File: src/rtl/uart_tx_fifo.sv
// UART transmitter fed by a circular transmit FIFO.
// Frames are start + DATA_BITS (LSB first) + optional parity + stop bit(s), sent back-to-back while data is queued.
module uart_tx_fifo #(
  parameter int CLK_FREQ      = 50_000_000,
  parameter int BAUD_RATE     = 115200,
  parameter int CLK_COUNT_BIT = CLK_FREQ / BAUD_RATE,
  parameter int DATA_BITS     = 8,
  parameter int PARITY        = 0,
  parameter int STOP_BITS     = 1,
  parameter int FIFO_DEPTH    = 16,
  localparam int CNT_W        = $clog2(FIFO_DEPTH + 1)
) (
  input  logic                 clk,
  input  logic                 rst_n,
  input  logic                 begin_flag,
  input  logic [DATA_BITS-1:0] data,
  output logic                 tx,
  output logic                 busy_flag,
  output logic                 full_flag,
  output logic [CNT_W-1:0]     fifo_count,
  output logic                 drop_flag
);

  localparam int PTR_W  = $clog2(FIFO_DEPTH);
  localparam int BAUD_W = $clog2(CLK_COUNT_BIT);
  localparam int BIT_W  = $clog2(DATA_BITS);

  localparam logic [BAUD_W-1:0] BAUD_LAST = BAUD_W'(CLK_COUNT_BIT - 1);
  localparam logic [BIT_W-1:0]  BIT_LAST  = BIT_W'(DATA_BITS - 1);
  localparam logic [CNT_W-1:0]  DEPTH_C   = CNT_W'(FIFO_DEPTH);
  localparam logic              STOP_LAST = 1'(STOP_BITS - 1);

  localparam logic [2:0] S_IDLE   = 3'd0;
  localparam logic [2:0] S_START  = 3'd1;
  localparam logic [2:0] S_DATA   = 3'd2;
  localparam logic [2:0] S_PARITY = 3'd3;
  localparam logic [2:0] S_STOP   = 3'd4;

  logic [DATA_BITS-1:0] mem [FIFO_DEPTH];
  logic [PTR_W-1:0]     wr_ptr;
  logic [PTR_W-1:0]     rd_ptr;
  logic [DATA_BITS-1:0] head;
  logic                 push;
  logic                 pop;
  logic                 empty;

  logic [2:0]           state;
  logic [BAUD_W-1:0]    baud_cnt;
  logic [BIT_W-1:0]     bit_cnt;
  logic                 stop_cnt;
  logic [DATA_BITS-1:0] shift_reg;
  logic                 parity_bit;
  logic                 bit_end;

  // The registered full flag gates the push, so a push racing a pop on a full FIFO is dropped.
  assign push      = begin_flag && !full_flag;
  assign empty     = (fifo_count == '0);
  assign head      = mem[rd_ptr];
  assign bit_end   = (baud_cnt == BAUD_LAST);
  assign pop       = !empty && ((state == S_IDLE) ||
                                (state == S_STOP && bit_end && stop_cnt == STOP_LAST));
  assign busy_flag = !empty || (state != S_IDLE);

  // NOTE: storage has no reset; only pointers and count define validity, which keeps the array a plain RAM.
  always_ff @(posedge clk) begin
    if (push) mem[wr_ptr] <= data;
  end

  // NOTE: sequential state uses non-blocking assignments so every register samples pre-edge values.
  always_ff @(posedge clk or negedge rst_n) begin
    if (!rst_n) begin
      wr_ptr     <= '0;
      rd_ptr     <= '0;
      fifo_count <= '0;
      full_flag  <= 1'b0;
      drop_flag  <= 1'b0;
    end else begin
      if (push) wr_ptr <= wr_ptr + PTR_W'(1);
      if (pop)  rd_ptr <= rd_ptr + PTR_W'(1);
      case ({push, pop})
        2'b10: begin
          fifo_count <= fifo_count + CNT_W'(1);
          full_flag  <= (fifo_count == DEPTH_C - CNT_W'(1));
        end
        2'b01: begin
          fifo_count <= fifo_count - CNT_W'(1);
          full_flag  <= 1'b0;
        end
        default: ;
      endcase
      drop_flag <= begin_flag && full_flag;
    end
  end

  always_ff @(posedge clk or negedge rst_n) begin
    if (!rst_n) begin
      state      <= S_IDLE;
      baud_cnt   <= '0;
      bit_cnt    <= '0;
      stop_cnt   <= 1'b0;
      shift_reg  <= '0;
      parity_bit <= 1'b0;
      tx         <= 1'b1;
    end else begin
      if (state == S_IDLE || bit_end) baud_cnt <= '0;
      else                            baud_cnt <= baud_cnt + BAUD_W'(1);

      if (pop) begin
        // Capture the word and its parity now so later FIFO writes cannot disturb the frame.
        shift_reg  <= head;
        parity_bit <= (PARITY == 1) ? ~^head : ^head;
        bit_cnt    <= '0;
        stop_cnt   <= 1'b0;
        state      <= S_START;
        tx         <= 1'b0;
      end else begin
        case (state)
          S_IDLE: tx <= 1'b1;
          S_START: if (bit_end) begin
            state     <= S_DATA;
            tx        <= shift_reg[0];
            shift_reg <= shift_reg >> 1;
          end
          S_DATA: if (bit_end) begin
            if (bit_cnt == BIT_LAST) begin
              if (PARITY != 0) begin
                state <= S_PARITY;
                tx    <= parity_bit;
              end else begin
                state <= S_STOP;
                tx    <= 1'b1;
              end
            end else begin
              bit_cnt   <= bit_cnt + BIT_W'(1);
              tx        <= shift_reg[0];
              shift_reg <= shift_reg >> 1;
            end
          end
          S_PARITY: if (bit_end) begin
            state <= S_STOP;
            tx    <= 1'b1;
          end
          S_STOP: if (bit_end) begin
            if (stop_cnt == STOP_LAST) begin
              state <= S_IDLE;
              tx    <= 1'b1;
            end else begin
              stop_cnt <= stop_cnt + 1'b1;
            end
          end
          default: begin
            state <= S_IDLE;
            tx    <= 1'b1;
          end
        endcase
      end
    end
  end

endmodule

File: config.mk
export PLATFORM = sky130hd
export DESIGN_NAME = uart_tx_fifo
export DESIGN_NICKNAME = d
export VERILOG_FILES = /design/src/rtl/uart_tx_fifo.sv
export SDC_FILE = /design/constraint.sdc
export NUM_CORES = 1
export LEC_CHECK = 0
export BUFFER_PORTS_ARGS = -buffer_cell sky130_fd_sc_hd__buf_2
export CAP_MARGIN = 20
export CORE_MARGIN = 3
export CORE_UTILIZATION = 46
export DETAILED_ROUTE_END_ITERATION = 10
export MAX_ROUTING_LAYER = met4
export SLEW_MARGIN = 15
export SYNTH_ARGS = -nofsm -noshare
export SYNTH_HDL_FRONTEND = slang
export SYNTH_SLANG_ARGS = --single-unit
File: constraint.sdc
create_clock -name clk -period 6 [get_ports clk]
set_input_delay 0.6 -clock clk [delete_from_list [all_inputs] [get_ports clk]]
set_output_delay 0.6 -clock clk [all_outputs]
set_load 0.005 [all_outputs]
==> impl_metrics.ini <==
[global_routing]
grt_pass1_wl_um = 20700
grt_pass1_vias = 3726
antenna_found_initial = 0
track_usage = 0.173
grt_start_max_net_pins = 40
grt_overflow_total = 0

[sta]
finalCritPeriodShare = 0.546
hold_violations = 0
tns_ns = 0
finalSetupViolCount = 0
max_freq_ghz = 0.305
slew_violations = 0
grt_setup_unrepaired = false
slew_headroom = 0.416
finalClockSkew_ns = 0.0145
min_period_ns = 3.27
tightest_slew_ns = 0.872

[synthesis]
syn-num-nets = 456
ys_seq_area_frac = 0.691
syn_area_um2 = 6980
async_flop_share = 0.234
synth_top_area_cell = edfxtp_1
ys_warn_count = 0
synth.distinct_cells = 48
synth_edf_count = 128
yosysTopAreaCellShare = 0.551
yosys_register_bits = 167
synth_ff_type = edfxtp_1
synth.area.top_cells = edfxtp_1 55%, dfrtp_1 14%, mux4_2 7.4%, mux2i_1 4.0%, nor2_1 2.3%
syn_avg_cell_area_um2 = 16.1
syn_inst = 433

[setup_path]
crit_top_cell = ha_1
arrival_ns = 3.62
cp.required_ns = 6.35
path_max_fanout = 27
r2r_slack_ns = 2.73
cp-end-kind = flip-flop
crit_slowest_cell = dfrtp_1
crit_family = compound AO/OA/AOI/OAI gates
critPathLaunchType = flip-flop
path_cells = inv_1 -> ha_1 -> nand4b_1 -> o21ai_0 -> nor3b_2 -> buf_4 -> ha_1 -> xor2_1 -> ha_1 -> o31ai_1 -> a32oi_1 -> o32ai_1 -> xor2_1
r2r_cells = 13
path_class = reg -> reg
cp.depth = 13
cpPeakStageDelay_ns = 0.41
path_buf_inv = 2

[route]
vias = 3653
firstDrtPassIters = 5
wire_per_inst_um = 19.6
vias_per_cell = 5.60
wl_um = 12800
drcViolationCount = 0
drt-initial-drc-count = 270
antenna_left = 0

[place]
postPlaceCellArea_um2 = 7250
place.detailed.hpwl_um = 8370
place_inst = 621
io_buffers = 19
gp_congestion = 0.874

[clocking]
cts_tree = yes
post_cts_buffers = 0
cts.reportedPaths.clkPinSlew_ns = 0.07
hold_buffers = 0
cts_sinks = 167
clockBufferDepth = 2
numCtsBuffers = 17
clkLatencyLatePin_ns = 0.43
cts_resized = 0
cts_root_buffer = clkbuf_16
h-tree-depth = 4

[power_and_ir_drop]
leakagePower_nw = 2.83
intPower_mw = 2.46
power_frac_seq = 0.454
vdd_ir_drop_max_mv = 0.289
p_switching_mw = 1.14
clock_power_share = 0.298
p_comb_frac = 0.247
power_density_nw_per_um2 = 459
sw_frac_of_total = 0.317

[layout]
fin_cells = 652
largest_reg_flops = 128
num-fill-cells = 1158
syn2layout_area_growth_pct = 12.4
final_cell_mix = 128 x edfxtp_1, 42 x nor2_1, 37 x dfrtp_1
regArea_um2 = 4820
layout_commonest_cell = edfxtp_1
antenna_cells = 0
stdcell_area_um2 = 7840
fin_nets = 479
final_layout_size_suffix_gt1_frac = 0.190
multi_input_area_um2 = 2030

[floorplan]
die_height_um = 129
fp.dieW_um = 129
ios = 20
core_area_um2 = 14700
rows = 44
die_area_um2 = 16700
start_util = 0.475

[hold_path]
hp-class = in -> async

[job]
drv_cap = 0

[status]
status = finished clean
per-layer routing:
layer | up-vias | track usage | routed length, um
met3 | 16 | 0.0392 | 563
li1 | 1705 | - | -
met1 | 1852 | 0.234 | 5810
met2 | 80 | 0.258 | 6210
met5 | - | - | 0
met4 | 0 | 0.0667 | 195
cell type report:
class | instances | share of cell area
well taps | 184 | 0.0294
clock buffers | 17 | 0.0543
inverters | 7 | 0.00335
multi-input cells | 237 | 0.259
clock inverters | 14 | 0.0206
flip-flops and latches | 167 | 0.615
repair buffers | 26 | 0.0188
kinds of logic after synthesis:
family                     after synthesis  share of synthesized area
DFF                                    167                      0.691
and+or+nand+nor                        103                     0.0721
muxes                                   53                      0.118
AOI/OAI and AO/OA                       48                     0.0531
buffers and inverters                   29                     0.0185
xor gates and xnor gates                21                     0.0264
adders and majority gates               12                     0.0215
synth_stat cells (all sizes together) (5+ instances only):
| master | count |
|---|---|
| nand2b | 5 |
| inv | 7 |
| dfrtp | 38 |
| mux2i | 28 |
| o21ai | 11 |
| nand2 | 18 |
| a21o | 6 |
| nor2 | 42 |
| a221oi | 10 |
| buf | 9 |
| mux4 | 23 |
| nand3 | 7 |
| xnor2 | 12 |
| clkbuf | 13 |
| nor3 | 7 |
| a22oi | 8 |
| xor2 | 9 |
| ha | 12 |
| nor2b | 6 |
| edfxtp | 128 |
power by group through the flow:
stage | combinational, mW | clock [mW] | sequential, mW
after floorplan | 0.749 | 0 | 1.55
after global placement | 0.890 | 0 | 1.65
after detailed placement | 0.899 | 0 | 1.66
after CTS | 0.903 | 1.10 | 1.64
after global routing | 0.994 | 1.14 | 1.67
final | 0.889 | 1.07 | 1.63
worst register-to-register path, stage by stage, from the launching register on:
cell and delay (ns):
dfrtp_1 0.41, inv_1 0.06, ha_1 0.13, nand4b_1 0.19
o21ai_0 0.35, nor3b_2 0.25, buf_4 0.30, ha_1 0.35
xor2_1 0.10, ha_1 0.23, o31ai_1 0.24, a32oi_1 0.10
o32ai_1 0.32, xor2_1 0.17
worst paths after layout:
path / to / start
setup / recovery: fifo_count[4] / baud_cnt[1]
hold / removal: bit_cnt[2] / rst_n
setup reg to reg: fifo_count[4] / baud_cnt[1]
hold reg to reg: tx / tx
max in group asynchronous: rd_ptr[0] / rst_n
min in group clk: drop_flag / begin_flag
through the flow:
step / power (mW) / worst slack, ns / utilization / hold slack, ns
floorplan: 2.30 / 2.96 / - / 0.304
global placement: 2.54 / 2.98 / 0.494 / 0.495
detailed placement: 2.56 / 2.85 / 0.494 / 0.479
CTS: 3.64 / 2.77 / 0.533 / 0.315
global route: 3.80 / 2.51 / 0.533 / 0.363
finish: 3.60 / 2.73 / 0.533 / 0.295
(Power assumes the default switching activity.)
